### src/rtl/serial_divider_pkg.sv
// Shared definitions for the serial restoring divider: FSM encoding,
// default operand width and the step-counter width helper.
package serial_divider_pkg;

    typedef enum logic {
        IDLE = 1'b0,
        RUN  = 1'b1
    } div_state_t;

    localparam int DEFAULT_WIDTH = 16;

    function automatic int cnt_width(input int w);
        return (w > 1) ? $clog2(w) : 1;
    endfunction

endpackage

### src/rtl/serial_divider_step.sv
// One combinational restoring-division step: shift in the next dividend bit,
// trial-subtract the divisor through the adder chain, keep or restore.
module serial_divider_step #(
    parameter int WIDTH = 16
) (
    input  logic [WIDTH-1:0] r,
    input  logic             q_msb,
    input  logic [WIDTH-1:0] d,
    output logic [WIDTH-1:0] r_next,
    output logic             q_bit
);

    logic [WIDTH:0] t;
    logic [WIDTH:0] s;

    // T - D computed as T + ~D + 1 over WIDTH+1 bits so the borrow lands in s[WIDTH].
    assign t = {r, q_msb};
    assign s = t + {1'b1, ~d} + {{WIDTH{1'b0}}, 1'b1};

    // The kept value is always below D, so its top bit is zero and can be dropped.
    assign q_bit  = ~s[WIDTH];
    assign r_next = s[WIDTH] ? t[WIDTH-1:0] : s[WIDTH-1:0];

endmodule

### src/rtl/serial_divider.sv
// Multi-cycle unsigned divider: one quotient bit per clock, WIDTH+1 cycles
// from accepted START to the DONE pulse; divide-by-zero answers in one cycle.
module serial_divider
    import serial_divider_pkg::*;
#(
    parameter int WIDTH = DEFAULT_WIDTH
) (
    input  logic             CLK,
    input  logic             RESET,
    input  logic             START,
    input  logic [WIDTH-1:0] DIVIDEND,
    input  logic [WIDTH-1:0] DIVISOR,
    output logic             BUSY,
    output logic             DONE,
    output logic [WIDTH-1:0] QUOTIENT,
    output logic [WIDTH-1:0] REMAINDER,
    output logic             DIV_BY_ZERO,
    output div_state_t       dbg_state
);

    localparam int CNT_W = cnt_width(WIDTH);

    div_state_t       state;
    logic [CNT_W-1:0] cnt;
    logic [WIDTH-1:0] r;
    logic [WIDTH-1:0] q;
    logic [WIDTH-1:0] d;
    logic [WIDTH-1:0] r_next;
    logic             q_bit;

    serial_divider_step #(.WIDTH(WIDTH)) u_step (
        .r      (r),
        .q_msb  (q[WIDTH-1]),
        .d      (d),
        .r_next (r_next),
        .q_bit  (q_bit)
    );

    assign dbg_state = state;

    // Handshake: START is a request taken on any edge where BUSY=0; the matching
    // result is presented with a one-cycle DONE, and START seen while BUSY=1 is dropped.
    always_ff @(posedge CLK) begin
        if (RESET) begin
            state       <= IDLE;
            cnt         <= '0;
            r           <= '0;
            q           <= '0;
            d           <= '0;
            BUSY        <= 1'b0;
            DONE        <= 1'b0;
            QUOTIENT    <= '0;
            REMAINDER   <= '0;
            DIV_BY_ZERO <= 1'b0;
        end else begin
            DONE <= 1'b0;
            case (state)
                IDLE: begin
                    if (START) begin
                        if (DIVISOR == '0) begin
                            QUOTIENT    <= '1;
                            REMAINDER   <= DIVIDEND;
                            DIV_BY_ZERO <= 1'b1;
                            DONE        <= 1'b1;
                        end else begin
                            r     <= '0;
                            q     <= DIVIDEND;
                            d     <= DIVISOR;
                            cnt   <= '0;
                            BUSY  <= 1'b1;
                            state <= RUN;
                        end
                    end
                end
                RUN: begin
                    r   <= r_next;
                    q   <= {q[WIDTH-2:0], q_bit};
                    cnt <= cnt + 1'b1;
                    if (cnt == CNT_W'(WIDTH - 1)) begin
                        QUOTIENT    <= {q[WIDTH-2:0], q_bit};
                        REMAINDER   <= r_next;
                        DIV_BY_ZERO <= 1'b0;
                        DONE        <= 1'b1;
                        BUSY        <= 1'b0;
                        state       <= IDLE;
                    end
                end
                default: state <= IDLE;
            endcase
        end
    end

endmodule

### config.mk
export PLATFORM = sky130hd
export DESIGN_NAME = serial_divider
export DESIGN_NICKNAME = d
export VERILOG_FILES = /design/src/rtl/serial_divider_pkg.sv /design/src/rtl/serial_divider_step.sv /design/src/rtl/serial_divider.sv
export SDC_FILE = /design/constraint.sdc
export NUM_CORES = 1
export LEC_CHECK = 0
export BUFFER_PORTS_ARGS = -buffer_cell sky130_fd_sc_hd__buf_2
export CORE_MARGIN = 3
export CORE_UTILIZATION = 35
export CTS_BUF_LIST = sky130_fd_sc_hd__clkbuf_4 sky130_fd_sc_hd__clkbuf_8
export CTS_CLUSTER_DIAMETER = 120
export CTS_CLUSTER_SIZE = 12
export DETAILED_ROUTE_END_ITERATION = 8
export GPL_TIMING_DRIVEN = 1
export PLACE_DENSITY = 0.54
export RECOVER_POWER = 25
export SYNTH_ARGS = -nofsm -noshare
export SYNTH_HDL_FRONTEND = slang
export SYNTH_HIERARCHICAL = 1
export SYNTH_SLANG_ARGS = --single-unit
export TNS_END_PERCENT = 100
### constraint.sdc
create_clock -name CLK -period 4.15 [get_ports CLK]
set_input_delay 0.83 -clock CLK [delete_from_list [all_inputs] [get_ports CLK]]
set_output_delay 0.83 -clock CLK [all_outputs]
set_load 0.01 [all_outputs]
==> metrics <==
# H-tree levels=3; RSZ-0062 raised after global routing=false; outcome=finished clean; ant diodes=0; Most used DFF post-synth=dfxtp_1; Setup Viol. Count Final=0; uppermost layer routed=met5; routed wl met3=around 680 µm; DRC viols=0; Worst Setup SP=q[15]; total track usage=17.2%; gp weighted congestion=0.847; ranking of synthesized cells by area=dfxtp_1, a21oi_1, nand2_1, ha_1, mux2i_1; total power=3.05 mW; clk_skew=7.59 ps; postcts setup bufs=0; hold buffers post-CTS=0; Gates resized, CTS repair=0; Synth Cell Area=0.00451 mm²; DR WL/cell=16.1 µm; top cells by count, synth=dfxtp_1, a21oi_1, nand2_1; Die ar.=0.0143 mm²; async set or reset register ratio after synthesis=0%; Routed WL=between 10 and 15 mm; metal1 wirelength=5.82 mm; grt ovf=0; largest net degree at the start of global routing=72; Die X=119 µm; Hold Path Class=reg -> reg; share of layout cells above drive strength 1=about 16%; Max Fclk=273 MHz; core area=around 0.012 mm²; Slew headroom=between 20% and 30%; post-route insts no fill=734; Final Hold Fails=0; largest vdd supply drop=0.000216 V; TritonCTS clock tree=built; Met2 Wirelength=between 5 and 6 mm; startpoint types=register; crit path time final=3670 ps; TritonCTS Buffers=9; worst hold margin=466 ps; dpl cells=719; count leader, synth=dfxtp_1; Crit Path Class=reg -> reg; Vias per Instance=5.23; clk sink count=88; Crit. End Element=register; register area share after synthesis=39.1%; first-pass GRT wire length=19.9 mm; reg2reg start=q[15]; post-synth top area cell=dfxtp_1; fin nets=roughly 620; drt first pass iters=4; syn nets=561; setup TNS=0 ps; Util after Layout=41.7%; Post-Syn Area per Cell=8.87 µm²; crit-path max FO=17; clk slew on worst S/H paths=roughly 90 ps; EDFF count, synth=0; Synth cell types=49; antenna viol nets, final=0; Leakage=2.00 nW; Max Cap Viol=0; vias in the first global route=3775; final slew viol count=0; synth warn=6; worst hold path startpoint=d[8]; Layout area overhead=13.8%; IO buf count=70; Initial DRC Count=246; WP data required=4360 ps; I/O Pins=between 70 and 80; post-detail-place hpwl=approximately 8.4 mm; Crit path arrival time=3880 ps; initial antenna violation count=1; Cells after Synth=508; Worst-Margin Slew=1110 ps; CTS max path bufs=2; Tcrit/Tclk final=88.4%; Synth top area share=roughly two fifths; Clk Latency, worst-skew pair=approximately 360 ps; PwrDens=594 mW/mm²; Vias=approximately 3800; Cell Rows=40; Initial Util=36.6%; clock root buffer=clkbuf_8; Layout fillers=1330; Yosys reg bits=88; Chip Height=119 µm
## sequential cells by signal (all words and copies together) (netlist names)
| name | cells |
|---|---|
| BUSY | 1 |
| DIV_BY_ZERO | 1 |
| DONE | 1 |
| QUOTIENT | 16 |
| REMAINDER | 16 |
| cnt | 4 |
| d | 16 |
| dbg_state | 1 |
| q | 16 |
| r | 16 |
## logic make-up (layout without fill, tap and decap cells)
group | after synthesis | count (layout) | synth area share [%]
adder cells (fa/ha/maj) | 18 | 18 | 5.16
XOR/XNOR | 14 | 14 | 2.89
multiplexers | 32 | 32 | 8.08
AND/OR/NAND/NOR | 131 | 131 | 14.2
buffers and inverters | 68 | 126 | 6.16
AO/OA/AOI/OAI | 157 | 157 | 24.4
flip-flops | 88 | 88 | 39.1
## metal layers
layer | GRT usage, % | vias to the layer above
met2 | 25.6 | 87
met3 | 3.11 | 14
li1 | - | 1914
met1 | 25.1 | 1822
met4 | 5.44 | 2
met5 | 0 | -
## cell type report
type	instances	area (µm²)	area share, %
Clock inverter	6	45.0	0.878
Clock buffer	9	124	2.42
Multi-Input combinational cell	352	2480	48.4
Tap cell	168	210	4.10
Inverter	34	128	2.49
Timing Repair Buffer	77	377	7.34
Sequential cell	88	1760	34.4
## cell usage in the layout, fill, tap and decap left out, types with 7 or more instances in the layout
cell type,n
clkbuf_8,9
dfxtp_1,87
mux2i_1,18
mux2_2,7
buf_2,39
ha_1,17
nor2_1,25
nand2_1,58
clkbuf_1,31
o21a_1,18
a221oi_1,16
xnor2_1,7
o221a_1,9
nand3b_1,18
inv_1,34
o221a_2,7
mux2_4,7
o21ai_0,8
a21oi_1,77
## metrics by stage
stage	worst slack, ps	area (µm²)
5_1_grt	218	5130
4_1_cts	472	5170
2_1_floorplan	1070	4510
3_5_place_dp	517	5000
3_3_place_gp	518	5000
6_report	483	5130
## critical path, stage by stage, from the launching register on
cell	delay [ps]
dfxtp_1	340
inv_1	60
ha_1	200
fa_1	420
nor2b_1	170
o31a_1	170
o41a_1	210
and4_4	250
a311oi_2	120
xnor2_2	870
mux2_2	440
mux2i_1	150
a221oi_1	100
## power breakdown
group	switching (mW)	internal (mW)	leakage (nW)
clock	0.330	0.217	0.0781
sequential	0.0662	0.913	0.717
combinational	0.779	0.741	1.20
## final timing paths
kind | endpoint | slack, ps | depth (start not counted)
setup / recovery | REMAINDER[4] | 480 | 12
hold / removal | d[8] | 470 | 2
setup reg to reg | REMAINDER[4] | 480 | 12
hold reg to reg | d[8] | 470 | 2
Power figures use the tool's default switching activity.
